`src/rtl/etaiim_pkg.sv`:
```
// Shared ETAIIM adder defaults and a behavioural reference sum.
// The reference walks segments LSB-first using the same carry rule as the hardware.
package etaiim_pkg;

  localparam int WIDTH     = 32;
  localparam int SEG_W     = 4;
  localparam int NUM_SEG   = 8;
  localparam int CHAIN_SEG = 3;
  localparam int PRED_LAST = NUM_SEG - CHAIN_SEG;

  function automatic logic [WIDTH:0] etaiim_ref(input logic [WIDTH-1:0] a,
                                                 input logic [WIDTH-1:0] b);
    logic [WIDTH:0]   res;
    logic [SEG_W:0]   gen;
    logic [SEG_W:0]   tot;
    logic [SEG_W-1:0] sa;
    logic [SEG_W-1:0] sb;
    logic             cin;
    logic             g_prev;
    logic             p_prev;
    res    = '0;
    cin    = 1'b0;
    g_prev = 1'b0;
    p_prev = 1'b0;
    for (int i = 0; i < NUM_SEG; i++) begin
      sa = a[i*SEG_W +: SEG_W];
      sb = b[i*SEG_W +: SEG_W];
      // Low segments only see a predicted carry; the top ones form an exact chain.
      if (i == 0)              cin = 1'b0;
      else if (i <= PRED_LAST) cin = g_prev;
      else                     cin = g_prev | (p_prev & cin);
      gen = {1'b0, sa} + {1'b0, sb};
      tot = gen + {{SEG_W{1'b0}}, cin};
      res[i*SEG_W +: SEG_W] = tot[SEG_W-1:0];
      if (i == NUM_SEG - 1) res[WIDTH] = tot[SEG_W];
      g_prev = gen[SEG_W];
      p_prev = &(sa ^ sb);
    end
    return res;
  endfunction

endpackage

```
`src/rtl/etaiim_seg.sv`:
```
// One combinational ETAIIM segment: local sum plus generate/propagate
// signals computed without the incoming carry.
module etaiim_seg #(
  parameter int SEG_W = 4
) (
  input  logic [SEG_W-1:0] a,
  input  logic [SEG_W-1:0] b,
  input  logic             cin,
  output logic [SEG_W-1:0] s,
  output logic             g,
  output logic             p,
  output logic             cout
);

  logic [SEG_W:0] gen_sum;
  logic [SEG_W:0] full_sum;

  assign gen_sum  = {1'b0, a} + {1'b0, b};
  assign full_sum = gen_sum + {{SEG_W{1'b0}}, cin};

  assign s    = full_sum[SEG_W-1:0];
  assign cout = full_sum[SEG_W];
  assign g    = gen_sum[SEG_W];
  assign p    = &(a ^ b);

endmodule

```
`src/rtl/etaiim32_adder.sv`:
```
// Registered 32-bit ETAIIM approximate adder: predicted carries in the low
// segments, exact chained carry across the top CHAIN_SEG segments.
module etaiim32_adder #(
  parameter int WIDTH     = etaiim_pkg::WIDTH,
  parameter int SEG_W     = etaiim_pkg::SEG_W,
  parameter int NUM_SEG   = etaiim_pkg::NUM_SEG,
  parameter int CHAIN_SEG = etaiim_pkg::CHAIN_SEG
) (
  input  logic             Clk,
  input  logic             Rst,
  input  logic             in_valid,
  input  logic [WIDTH-1:0] A,
  input  logic [WIDTH-1:0] B,
  output logic             out_valid,
  output logic [WIDTH:0]   Sum
);

  localparam int PRED_LAST = NUM_SEG - CHAIN_SEG;

  if (WIDTH != SEG_W * NUM_SEG) begin : g_bad_width
    $error("etaiim32_adder: WIDTH must equal SEG_W*NUM_SEG");
  end
  if (CHAIN_SEG < 1 || CHAIN_SEG > NUM_SEG - 1) begin : g_bad_chain
    $error("etaiim32_adder: CHAIN_SEG must be within 1..NUM_SEG-1");
  end

  logic [NUM_SEG-1:0] seg_g;
  logic [NUM_SEG-1:0] seg_p;
  logic [NUM_SEG-1:0] seg_co;
  logic [NUM_SEG-1:0] seg_cin;
  logic [WIDTH-1:0]   seg_s;
  logic [WIDTH:0]     sum_d;
  logic [WIDTH:0]     sum_q;
  logic               valid_q;
  logic               seg_unused;

  for (genvar i = 0; i < NUM_SEG; i++) begin : g_seg
    etaiim_seg #(.SEG_W(SEG_W)) u_seg (
      .a    (A[i*SEG_W +: SEG_W]),
      .b    (B[i*SEG_W +: SEG_W]),
      .cin  (seg_cin[i]),
      .s    (seg_s[i*SEG_W +: SEG_W]),
      .g    (seg_g[i]),
      .p    (seg_p[i]),
      .cout (seg_co[i])
    );
  end

  // Segments 1..PRED_LAST take the neighbour's generate only; above that the carry ripples exactly.
  always_comb begin
    seg_cin = '0;
    for (int i = 1; i < NUM_SEG; i++) begin
      if (i <= PRED_LAST) seg_cin[i] = seg_g[i-1];
      else                seg_cin[i] = seg_g[i-1] | (seg_p[i-1] & seg_cin[i-1]);
    end
  end

  assign sum_d = {seg_co[NUM_SEG-1], seg_s};

  // Intra-segment carry-outs and the top segment's g/p are not part of the carry network.
  assign seg_unused = ^{seg_co[NUM_SEG-2:0], seg_g[NUM_SEG-1], seg_p[NUM_SEG-1],
                        seg_p[PRED_LAST-1:0]};

  always_ff @(posedge Clk) begin
    if (Rst) begin
      sum_q   <= '0;
      valid_q <= 1'b0;
    end else begin
      sum_q   <= sum_d;
      valid_q <= in_valid;
    end
  end

  assign Sum       = sum_q;
  assign out_valid = valid_q;

endmodule

```
`config.mk`:
```
export PLATFORM = sky130hd
export DESIGN_NAME = etaiim32_adder
export DESIGN_NICKNAME = d
export VERILOG_FILES = /design/src/rtl/etaiim_pkg.sv /design/src/rtl/etaiim_seg.sv /design/src/rtl/etaiim32_adder.sv
export SDC_FILE = /design/constraint.sdc
export NUM_CORES = 1
export LEC_CHECK = 0
export ABC_AREA = 1
export BUFFER_PORTS_ARGS = -buffer_cell sky130_fd_sc_hd__clkbuf_2
export CAP_MARGIN = 20
export CORE_MARGIN = 10
export CORE_UTILIZATION = 30
export DETAILED_ROUTE_END_ITERATION = 10
export SLEW_MARGIN = 20
export SYNTH_ARGS = -nofsm -noshare
export SYNTH_HDL_FRONTEND = slang
export SYNTH_HIERARCHICAL = 1
export SYNTH_SLANG_ARGS = --single-unit
```
`constraint.sdc`:
```
create_clock -name Clk -period 6.1 [get_ports Clk]
set_input_delay 0.61 -clock Clk [delete_from_list [all_inputs] [get_ports Clk]]
set_output_delay 0.61 -clock Clk [all_outputs]
set_load 0.1 [all_outputs]
```
==> flow_metrics.env <==
export IMPL_rows=36
export IMPL_core_area_sq_um=9910
export IMPL_start_util_pct=31.1
export IMPL_avgRoutedWirePerCell_um=10.1
export IMPL_wirelength_um=6950
export IMPL_syn2layout_area_growth_pct=24.6
export IMPL_drt_initial_drc_count=89
export IMPL_die_area_sq_um=14700
export IMPL_clock_sinks=34
export IMPL_grt_overflow_total=0
export IMPL_fin_crit_sh_pct=41.7
export IMPL_cts_resized_gates=0
export IMPL_io_pins=101
export IMPL_gp_congestion=0.870
export IMPL_startpoint_type="primary input"
export IMPL_die_w_um=121
export IMPL_cp_max_fo=3
export IMPL_fill_cells=1088
export IMPL_worst_endpoint_arrival_ps=2690
export IMPL_holdPathStages=3
export IMPL_hold_buffers=0
export IMPL_maxCapViolations=0
export IMPL_leakagePower_uw=0.00233
export IMPL_synthCells=453
export IMPL_vias=2873
export IMPL_syn_avg_cell_area_sq_um=6.81
export IMPL_ir_drop_v=0.000120
export IMPL_grt_usage_pct=9.81
export IMPL_yosys_warnings=6
export IMPL_worstPathRequired_ps=6250
export IMPL_ant_nets=0
export IMPL_cts_buffer_depth=2
export IMPL_status="finished clean"
export IMPL_hold_viol=0
export IMPL_grt_first_pass_wirelength_um=12400
export IMPL_drc=0
export IMPL_grt_pass1_vias=2941
export IMPL_fmax_ghz=0.393
export IMPL_hpwl_um=6060
export IMPL_die_h_um=121
export IMPL_grt_max_degree=35
export IMPL_cts_buffers=5
export IMPL_rsz0062_at_grt="false"
export IMPL_cts_setup_buffers=0
export IMPL_relSlewSlack_pct=49.4
export IMPL_n_antenna_cell=0
export IMPL_synth_area_sq_um=3080
export IMPL_power_per_cell_area_nw_per_um2=264
export IMPL_drive_above_1_share_pct=27.8
export IMPL_io_buffers=100
export IMPL_path_class="primary input to flop"
export IMPL_finalNetCount=679
export IMPL_htreeDepth=2
export IMPL_setup_viol=0
export IMPL_viasPerCell=4.16
export IMPL_antenna_found_initial=0
export IMPL_power_uw=1010
export IMPL_syn_nets=576
export IMPL_first_pass_iters=4
export IMPL_tns_ps=0
export IMPL_hold_path_class="primary input to flop"
export IMPL_slew_violations=0
export IMPL_worst_slew_pin_slew_ps=758
export IMPL_min_delay_start="in_valid"
export IMPL_cts_root_buf="clkbuf_8"
export IMPL_startpoint="A[16]"
export IMPL_cts_tree="done"
export IMPL_cts_clk_slew_worst_paths_ps=80
export IMPL_critPathCaptureType="flop"
export IMPL_whs_endpoint="out_valid$_SDFF_PP0_"
export IMPL_finalCriticalPeriod_ps=2540
==> how the worst max path moves through the flow <==
stage	to	slack, ps	cells after the start
2_1_floorplan	Sum[32]$_SDFF_PP0_	3580	19
4_1_cts	Sum[32]$_SDFF_PP0_	3570	20
3_5_place_dp	Sum[32]$_SDFF_PP0_	3250	20
6_report	Sum[32]$_SDFF_PP0_	3560	20
5_1_grt	Sum[32]$_SDFF_PP0_	3330	20
3_3_place_gp	Sum[32]$_SDFF_PP0_	3310	20
==> placed cells by master (no fill, tap or decap), types with 8 or more instances in the layout <==
| cell type | instances |
|---|---|
| nand3_1 | 31 |
| nand2_2 | 16 |
| nand2_1 | 82 |
| ha_1 | 48 |
| nor2_1 | 66 |
| inv_1 | 108 |
| a21oi_1 | 16 |
| dfxtp_1 | 34 |
| fa_1 | 8 |
| inv_2 | 14 |
| clkbuf_2 | 100 |
==> report_power, final <==
group / internal, uW / total, uW / switching (uW) / leakage (uW)
Clock: 164 / 255 / 91.2 / 0.0000683
Sequential: 252 / 261 / 8.84 / 0.000283
Combinational: 122 / 498 / 376 / 0.00198
Total: 538 / 1010 / 476 / 0.00233
==> critical path, cell delays in order <==
cell      delay, ps
clkbuf_2         80
ha_1            180
inv_1            60
fa_1            410
nor2_1          210
nor3_4           50
inv_2            60
nand2_1          50
nand2_1          80
nand2_1          50
nand2_1          50
ha_1            160
ha_1            190
inv_1            80
nor2_4          120
nand3_2          80
nand2_1          50
nand2_1          40
inv_1            40
nor2_1           30
==> stage by stage <==
step           hold slack, ps  cells  utilization (%)  worst slack, ps  cell area (sq um)
2_1_floorplan             717    453                -             3580               3080
3_3_place_gp              803    682             37.4             3310               3710
3_5_place_dp              807    682             37.4             3250               3710
4_1_cts                   484    690             38.8             3570               3840
5_1_grt                   515    690             38.8             3330               3840
6_report                  501    690             38.8             3560               3840
==> flip-flops by register name, summed over array words and instances (netlist names) <==
name / count
out_valid: 1
Sum: 33
==> cell type report <==
cell class | count | area, sq um | share of cell area, %
clock buffer | 5 | 68.8 | 1.79
clock inverter | 3 | 68.8 | 1.79
inverter | 122 | 458 | 11.9
multi-input combinational | 293 | 1900 | 49.4
sequential | 34 | 681 | 17.7
tap | 133 | 166 | 4.33
timing repair buffer | 100 | 500 | 13.0
==> layer usage <==
metal | part of all wire (%) | GRT usage [%] | up-vias
met1 | 43 | 10.5 | 1248
met4 | 0.55 | 1.79 | 0
li1 | - | - | 1556
met5 | 0 | 0 | -
met3 | 9.3 | 4.28 | 5
met2 | 47 | 17.6 | 64
(Power assumes the default switching activity.)
